## src/rtl/fetch_pkg.sv

```systemverilog
// Shared types for the instruction fetch stage: default widths, FSM states, FIFO entry.
// No logic; imported by the fetch interface, FIFO and top.
package fetch_pkg;

    localparam int IW_DEF = 26;
    localparam int AW_DEF = 17;

    typedef enum logic [1:0] {
        IDLE,
        REQ,
        DISCARD
    } fetch_state_t;

    typedef struct packed {
        logic [IW_DEF-1:0] instr;
        logic [AW_DEF-1:0] addr;
    } fifo_entry_t;

endpackage

```

## src/rtl/instruction_fetch_if.sv

```systemverilog
// Memory request/ack bus, instruction valid/ready bus and redirect inputs of the fetch stage.
// master = fetch unit, slave = memory plus control matrix.
interface instruction_fetch_if
    import fetch_pkg::*;
#(
    parameter int IW = IW_DEF,
    parameter int AW = AW_DEF
);

    logic          mem_req;
    logic [AW-1:0] mem_addr;
    logic          mem_ack;
    logic [IW-1:0] mem_data;

    logic [IW-1:0] instruction;
    logic [AW-1:0] instruction_addr;
    logic          instruction_valid;
    logic          instruction_ready;

    logic          redirect;
    logic [AW-1:0] redirect_target;

    modport master (
        output mem_req, mem_addr, instruction, instruction_addr, instruction_valid,
        input  mem_ack, mem_data, instruction_ready, redirect, redirect_target
    );

    modport slave (
        input  mem_req, mem_addr, instruction, instruction_addr, instruction_valid,
        output mem_ack, mem_data, instruction_ready, redirect, redirect_target
    );

endinterface

```

## src/rtl/fetch_fifo.sv

```systemverilog
// Synchronous FIFO of fetched {instr, addr} entries; head visible combinationally, one-cycle write.
// Push on full is accepted only when a pop frees the slot the same cycle; flush beats push and pop.
module fetch_fifo
    import fetch_pkg::*;
#(
    parameter int DEPTH = 4
)
(
    input  logic                     clock,
    input  logic                     reset,
    input  logic                     push,
    input  logic                     pop,
    input  logic                     flush,
    input  fifo_entry_t              pushEntry,
    output logic                     full,
    output logic                     empty,
    output logic [$clog2(DEPTH):0]   count,
    output fifo_entry_t              head
);

    localparam int PW = $clog2(DEPTH);
    localparam int CW = PW + 1;

    fifo_entry_t   storage [DEPTH];
    logic [PW-1:0] rdPtr;
    logic [PW-1:0] wrPtr;
    logic          doPush;
    logic          doPop;

    assign empty  = (count == '0);
    assign full   = (count == CW'(DEPTH));
    assign doPop  = pop && !empty;
    assign doPush = push && (!full || doPop);
    assign head   = storage[rdPtr];

    always_ff @(posedge clock or posedge reset) begin
        if (reset) begin
            rdPtr <= '0;
            wrPtr <= '0;
            count <= '0;
        end else if (flush) begin
            rdPtr <= '0;
            wrPtr <= '0;
            count <= '0;
        end else begin
            if (doPush) wrPtr <= wrPtr + 1'b1;
            if (doPop)  rdPtr <= rdPtr + 1'b1;
            count <= count + CW'(doPush) - CW'(doPop);
        end
    end

    always_ff @(posedge clock) begin
        if (doPush) storage[wrPtr] <= pushEntry;
    end

endmodule

```

## src/rtl/instruction_fetch.sv

```systemverilog
// Fetch stage: owns the PC, issues one outstanding memory request at a time, buffers words for the control matrix.
// Request one cycle after reset/redirect settles, word visible one cycle after ack; stops requesting while the FIFO is full.
module instruction_fetch
    import fetch_pkg::*;
#(
    parameter int              IW         = IW_DEF,
    parameter int              AW         = AW_DEF,
    parameter int              DEPTH      = 4,
    parameter logic [AW-1:0]   RESET_ADDR = '0
)
(
    input  logic               clock,
    input  logic               reset,
    instruction_fetch_if.master bus
);

    localparam int CW = $clog2(DEPTH) + 1;

    fetch_state_t  state;
    fetch_state_t  stateNext;
    logic [AW-1:0] fetchPc;
    logic [AW-1:0] fetchPcNext;
    logic [AW-1:0] memAddr;
    logic [AW-1:0] memAddrNext;

    logic          push;
    logic          pop;
    logic          flush;
    logic          full;
    logic          empty;
    logic [CW-1:0] count;
    logic [CW-1:0] countNext;
    fifo_entry_t   head;
    fifo_entry_t   pushEntry;

    assign pushEntry.instr = bus.mem_data;
    assign pushEntry.addr  = memAddr;

    always_ff @(posedge clock or posedge reset) begin
        if (reset) begin
            state   <= IDLE;
            fetchPc <= RESET_ADDR;
            memAddr <= '0;
        end else begin
            state   <= stateNext;
            fetchPc <= fetchPcNext;
            memAddr <= memAddrNext;
        end
    end

    always_comb begin
        stateNext   = state;
        fetchPcNext = fetchPc;
        memAddrNext = memAddr;
        push        = 1'b0;
        flush       = bus.redirect;
        // A handshake coinciding with a redirect is not a consumption.
        pop         = !empty && bus.instruction_ready && !bus.redirect;
        countNext   = count - CW'(pop);

        case (state)
            IDLE: begin
                if (bus.redirect) begin
                    fetchPcNext = bus.redirect_target;
                end else if (!full) begin
                    memAddrNext = fetchPc;
                    stateNext   = REQ;
                end
            end
            REQ: begin
                if (bus.redirect) begin
                    fetchPcNext = bus.redirect_target;
                    stateNext   = bus.mem_ack ? IDLE : DISCARD;
                end else if (bus.mem_ack) begin
                    push        = 1'b1;
                    fetchPcNext = fetchPc + 1'b1;
                    countNext   = count + CW'(1) - CW'(pop);
                    if (countNext < CW'(DEPTH)) begin
                        memAddrNext = fetchPc + 1'b1;
                    end else begin
                        stateNext = IDLE;
                    end
                end
            end
            DISCARD: begin
                // Request stays up until the stale word is acked and dropped.
                if (bus.redirect) fetchPcNext = bus.redirect_target;
                if (bus.mem_ack)  stateNext   = IDLE;
            end
            default: stateNext = IDLE;
        endcase
    end

    fetch_fifo #(.DEPTH(DEPTH)) u_fifo (
        .clock     (clock),
        .reset     (reset),
        .push      (push),
        .pop       (pop),
        .flush     (flush),
        .pushEntry (pushEntry),
        .full      (full),
        .empty     (empty),
        .count     (count),
        .head      (head)
    );

    assign bus.mem_req           = (state != IDLE);
    assign bus.mem_addr          = memAddr;
    assign bus.instruction_valid = !empty;
    assign bus.instruction       = empty ? '0 : IW'(head.instr);
    assign bus.instruction_addr  = empty ? '0 : AW'(head.addr);

endmodule

```

## src/flat_wrapper.sv

```systemverilog
// flat-port wrapper written by rule: the top's interface ports become plain ports
module instruction_fetch_flat import fetch_pkg::*;
#(
    parameter int              IW         = IW_DEF,
    parameter int              AW         = AW_DEF,
    parameter int              DEPTH      = 4,
    parameter logic [AW-1:0]   RESET_ADDR = '0
)
  (clock, reset, bus_mem_req, bus_mem_addr, bus_instruction, bus_instruction_addr, bus_instruction_valid, bus_mem_ack, bus_mem_data, bus_instruction_ready, bus_redirect, bus_redirect_target);
  instruction_fetch_if #(.IW(IW), .AW(AW)) bus_i ();
  input  logic clock;
  input  logic reset;
  output wire logic [$bits(bus_i.mem_req)-1:0] bus_mem_req;
  output wire logic [$bits(bus_i.mem_addr)-1:0] bus_mem_addr;
  output wire logic [$bits(bus_i.instruction)-1:0] bus_instruction;
  output wire logic [$bits(bus_i.instruction_addr)-1:0] bus_instruction_addr;
  output wire logic [$bits(bus_i.instruction_valid)-1:0] bus_instruction_valid;
  input wire logic [$bits(bus_i.mem_ack)-1:0] bus_mem_ack;
  input wire logic [$bits(bus_i.mem_data)-1:0] bus_mem_data;
  input wire logic [$bits(bus_i.instruction_ready)-1:0] bus_instruction_ready;
  input wire logic [$bits(bus_i.redirect)-1:0] bus_redirect;
  input wire logic [$bits(bus_i.redirect_target)-1:0] bus_redirect_target;
  assign bus_mem_req = bus_i.mem_req;
  assign bus_mem_addr = bus_i.mem_addr;
  assign bus_instruction = bus_i.instruction;
  assign bus_instruction_addr = bus_i.instruction_addr;
  assign bus_instruction_valid = bus_i.instruction_valid;
  assign bus_i.mem_ack = bus_mem_ack;
  assign bus_i.mem_data = bus_mem_data;
  assign bus_i.instruction_ready = bus_instruction_ready;
  assign bus_i.redirect = bus_redirect;
  assign bus_i.redirect_target = bus_redirect_target;
  instruction_fetch #(.IW(IW), .AW(AW), .DEPTH(DEPTH), .RESET_ADDR(RESET_ADDR)) u_core (.clock(clock), .reset(reset), .bus(bus_i));
endmodule
```

## config.mk

```make
export PLATFORM = sky130hd
export DESIGN_NAME = instruction_fetch_flat
export DESIGN_NICKNAME = d
export VERILOG_FILES = /design/src/rtl/fetch_pkg.sv /design/src/rtl/instruction_fetch_if.sv /design/src/rtl/fetch_fifo.sv /design/src/rtl/instruction_fetch.sv /design/src/flat_wrapper.sv
export SDC_FILE = /design/constraint.sdc
export NUM_CORES = 1
export LEC_CHECK = 0
export ABC_AREA = 1
export BUFFER_PORTS_ARGS = -buffer_cell sky130_fd_sc_hd__buf_2
export CORE_MARGIN = 4
export CORE_UTILIZATION = 55
export CTS_BUF_LIST = sky130_fd_sc_hd__clkbuf_4
export CTS_CLUSTER_DIAMETER = 40
export CTS_CLUSTER_SIZE = 12
export DETAILED_ROUTE_END_ITERATION = 6
export PLACE_DENSITY_LB_ADDON = 0.05
export SLEW_MARGIN = 5
export SYNTH_ARGS = -nofsm -noshare
export SYNTH_HDL_FRONTEND = slang
export SYNTH_SLANG_ARGS = --single-unit
export TNS_END_PERCENT = 10
```

## constraint.sdc

```tcl
create_clock -name clock -period 4.45 [get_ports clock]
set_input_delay 0.89 -clock clock [delete_from_list [all_inputs] [get_ports clock]]
set_output_delay 0.89 -clock clock [all_outputs]
set_load 0.005 [all_outputs]
```

# Word level (Yosys, flattened, before mapping)
# Memories as Yosys holds them, arrays and structs flattened.
# Cells that the tools add are included.
# word_totals
memories,1
input_bits,48
ram_bits,172
ff_bits,43
# classes
n_mux,30
n_eq_ne,12
n_lt_le_gt_ge,1
n_addsub,7
reduce_logical,19
# mem_list
memory,words,width,read_ports,rd_clocked_by_memory_dff,write_ports,line_no,source
u_core.u_fifo.storage,4,43,1,0,1,fetch_fifo.sv:24,fifo_entry_t storage [DEPTH];
# op_table
op,n
2-to-1 mux 17 bit,9
one-hot mux 17 bit (2 select lines),2
2-to-1 mux 26 bit,1
2-to-1 mux 2 bit,11
adder 17 x 1 -> 17 bit (second input constant),1
!= test 2 bit (second input constant),5
nonzero test 2 bit,5
!= test 3 bit (second input constant),2
one-hot mux 2 bit (3 select lines),1
AND reduction 6 bit,1
subtractor 3 x 1 -> 3 bit,2
2-to-1 mux 1 bit,5
AND reduction 5 bit,1
adder 2 x 1 -> 2 bit (second input constant),2
logical AND 1 bit,4
!= test 2 x 1 -> 1 bit (second input constant),2
adder 3 x 1 -> 3 bit,1
adder 3 x 1 -> 3 bit (second input constant),1
equality test 3 bit (second input constant),1
zero test 1 bit,3
zero test 3 bit,1
less-than comparator 3 bit (second input constant),1
2-to-1 mux 3 bit,1
AND reduction 3 bit,1
other kinds (5),5

# Logic depth before layout (Yosys ltp)
# logic_depth
word_depth,10
mapped_depth,12

# Modules after synthesis
# Synthesis repeated with hierarchy kept, for this count alone.
# unflattened
hier_cells,898
area_unflattened_um2,9525.4
# modules_own_cells
module,area_per_inst_um2,instances,cells_per_inst,seq_area_each_um2
fetch_fifo,6842.8,1,479,5340.1
instruction_fetch,2682.6,1,419,900.9

# Least setup slack after synthesis
# OpenSTA, ideal clock, no wires.
# synth_timing
path_kind,input to register
from,in bus_redirect
to,"mem u_core.u_fifo.storage[0][0] in the netlist's numbering, enable pin"
cell_stages,5
setup_time_ns,0.444
arrival_time_ns,3.205
slack_ns,0.801
n_path_buf,0
cell_sequence,inv_4 > nand2_1 > nor3_4 > o21ai_2 > nor2_1
# synth_between
elab_chain_cells,7
elab_cells_between_ends,9
# synth_lines
item,line_no,source
"start, declared",flat_wrapper.sv:21,input wire logic [$bits(bus_i.redirect)-1:0] bus_redirect;
zero test 1 bit,instruction_fetch.sv:58,pop = !empty && bus.instruction_ready && !bus.redirect;
logical AND 1 bit,instruction_fetch.sv:58,
logical AND 1 bit,fetch_fifo.sv:32,assign doPop = pop && !empty;
logical OR 1 bit,fetch_fifo.sv:33,assign doPush = push && (!full || doPop);
logical AND 1 bit *,fetch_fifo.sv:33,
2-to-1 mux 1 bit *,fetch_fifo.sv:53,if (doPush) storage[wrPtr] <= pushEntry;
2-to-1 mux 1 bit (not written as such) *,fetch_fifo.sv:53,
"end, declared",fetch_fifo.sv:24,
# Every way passes the cells marked *; elsewhere a longest branch is shown, timed or not.

# Final worst setup path
# layout_timing
from,reg u_core.u_fifo.rdPtr[1]
to,out bus_instruction_addr[3]
# layout_between
elab_chain_cells,2
# layout_lines
item,line_no,source
"start, declared",fetch_fifo.sv:25,logic [PW-1:0] rdPtr;
"start signal, assigned",fetch_fifo.sv:47,if (doPop) rdPtr <= rdPtr + 1'b1;
memory read (4 x 43 bit),--,
2-to-1 mux 17 bit,instruction_fetch.sv:111,assign bus.instruction_addr = empty ? '0 : AW'(head.addr);
"end, declared",flat_wrapper.sv:16,output wire logic [$bits(bus_i.instruction_addr)-1:0] bus_instruction_addr;
# Every way passes these cells.

==> results.json <==
{
  "wl_um": 20900,
  "cp.required_ns": 3.56,
  "top_layer": "met4",
  "dp_cells": 1176,
  "cp_slowest_cell": "dfrtp_2",
  "regArea_um2": 6240,
  "final-setup-viol-count": 0,
  "rsz0062_at_grt": "false",
  "clock.fmax_ghz": 0.253,
  "final_nets": 1045,
  "cts.sinks": 215,
  "cp_max_fo": 45,
  "p_per_area_nw_per_um2": 590,
  "synth_area_per_cell_um2": 10.5,
  "globalplace.congestion": 0.881,
  "routed-wl-met3_um": 1410,
  "clockBufferDepth": 3,
  "power.total_mw": 6.22,
  "drt_iter0_markers": 386,
  "viasPerCell": 5.41,
  "crit_path_start_kind": "flop",
  "fp.coreArea_um2": 16500,
  "ys_seq_area_frac": 0.674,
  "crit_path_end_kind": "primary output",
  "status": "finished clean",
  "fin_crit_sh": 0.889,
  "overflow": 0,
  "postSynthCellCount": 879,
  "tightest_slew_ns": 0.961,
  "area_delta_synth_final_pct": 13.7,
  "grt_pass1_wl_um": 33000,
  "synthFlopType": "edfxtp_1",
  "clk_pin_slew_worst_paths_ns": 0.11,
  "yosys_warnings": 0,
  "cp_top_family": "flip-flops",
  "drive_above_1_share": 0.193,
  "finalNonFillerCells": 1235,
  "firstDrtPassIters": 5,
  "max_cap_viol_count": 0,
  "synth-edff-count": 172,
  "crit_chain": "inv_2 > nor2_1 > o21ai_0 > a21oi_1 > buf_2",
  "p_leak_nw": 4.19,
  "initial_utilization": 0.561,
  "cts_resized": 0,
  "die_w_um": 138,
  "hold_buffers": 0,
  "synth_cell_types": 35,
  "pre_cts_slack_ns": 1.21,
  "wl_met2_um": 10400,
  "ys_seq_elements": 215,
  "cts-root-buf": "clkbuf_4",
  "ir_drop_mv": 0.534,
  "hold_viol": 0,
  "fin_crit_ns": 3.96,
  "slew_viol_final": 0,
  "crit_arrival_ns": 3.07,
  "r2r_slack_ns": 1.76,
  "fin_ws_ns": 0.494,
  "antenna_found_initial": 1,
  "pin_count": 110,
  "numCtsBuffers": 31,
  "m1WireLength_um": 8930,
  "cp_slowest_stage_delay_ns": 1.00,
  "async_flop_share": 0.200,
  "grt_max_degree": 88,
  "max_slew_margin": 0.358,
  "yosysTopAreaCellShare": 0.557,
  "clock_latency_ns": 0.66,
  "n_fill_cell": 1359,
  "syn_nets": 935,
  "cts_setup_buffers": 0,
  "drc": 0,
  "synth_common_cells": "nor2_1, edfxtp_1, nand2_1, o21ai_0, a21oi_1",
  "die_area_um2": 19000,
  "num_vias": 6677,
  "syn_area_um2": 9270,
  "crit_type": "reg2out",
  "synth_most_common_cell": "nor2_1",
  "path_buf_inv": 2,
  "dp_hpwl_um": 13100,
  "post-synth-top-area-cell": "edfxtp_1",
  "synth_area_leaders": "edfxtp_1, dfrtp_1, nor2_1, o21ai_0, nand2_1",
  "wl_per_cell_um": 16.9,
  "multi_input_area_um2": 2720,
  "port_buffers": 109,
  "grt_pass1_vias": 6555,
  "finalSetupTns_ns": 0,
  "fin_skew_ns": 0.0224,
  "grt_usage": 0.221,
  "min_path_type": "in2async",
  "die_y_um": 138,
  "ant_nets": 0,
  "cts_tree": "yes",
  "floorplan.rows": 47,
  "h-tree-depth": 1
}
-- final cells by class --
type | instances | share of cell area
clock inverters | 24 | 0.0242
clock buffers | 34 | 0.0242
diodes | 1 | 0.000237
flip-flops and latches | 215 | 0.592
repair buffers | 120 | 0.0608
inverters | 38 | 0.0138
well taps | 220 | 0.0261
multi-input cells | 583 | 0.258
-- registers in the layout (all words and copies together), names as in the netlist --
register / flops
u_core.u_fifo.count: 3
u_core.u_fifo.wrPtr: 2
u_core.state: 2
u_core.u_fifo.rdPtr: 2
u_core.bus.mem_addr: 17
u_core.fetchPc: 17
u_core.u_fifo.storage: 172
-- per-layer routing --
layer | up-vias | track usage
met3 | 22 | 0.0427
li1 | 3256 | -
met5 | - | 0
met2 | 195 | 0.381
met1 | 3204 | 0.294
met4 | 0 | 0.0450
-- path summary, 6_finish.rpt --
kind                                                end  depth (start not counted)                    from
min in group clock         u_core.u_fifo.storage[3][18]                          1         bus_mem_data[1]
max                             bus_instruction_addr[3]                          5  u_core.u_fifo.rdPtr[1]
max reg2reg                      u_core.u_fifo.count[2]                         12  u_core.u_fifo.count[1]
max in group asynchronous             u_core.fetchPc[3]                          3                   reset
min                              u_core.bus.mem_addr[0]                          2                   reset
min reg2reg                 u_core.u_fifo.storage[0][7]                          0  u_core.bus.mem_addr[7]
-- where the power goes --
| part | switching, mW | internal, mW |
|---|---|---|
| combinational | 1.35 | 0.709 |
| sequential | 0.276 | 2.49 |
| clock | 0.758 | 0.644 |
| total | 2.38 | 3.84 |
-- metrics by stage --
step,instance area [um^2],utilization,hold slack (ns)
after floorplan,9270,-,0.511
after global routing,10500,0.638,0.348
after detailed placement,10000,0.607,0.552
final,10500,0.638,0.372
after CTS,10500,0.638,0.357
after global placement,10000,0.607,0.529
-- cell families (layout without fill, tap and decap cells) --
| family | after synthesis | count (layout) | share of synthesized area |
|---|---|---|---|
| AO/OA/AOI/OAI | 191 | 191 | 0.110 |
| XOR/XNOR | 5 | 5 | 0.00473 |
| adder cells (fa/ha/maj) | 8 | 8 | 0.0116 |
| buffers and inverters | 81 | 216 | 0.0359 |
| flip-flops | 215 | 215 | 0.674 |
| other | 0 | 1 | 0 |
| AND/OR/NAND/NOR | 379 | 379 | 0.165 |
-- placed cells by master (no fill, tap or decap), types with 31 or more instances in the layout --
master | netlist | final
nand3_1 | 31 | 31
o21ai_0 | 114 | 114
inv_1 | 32 | 32
edfxtp_1 | 172 | 172
nor2_1 | 207 | 203
nand2_1 | 127 | 127
a21oi_1 | 55 | 55
dfrtp_1 | 43 | 41
buf_2 | 12 | 109
clkbuf_4 | 0 | 34
(Power assumes the default switching activity.)
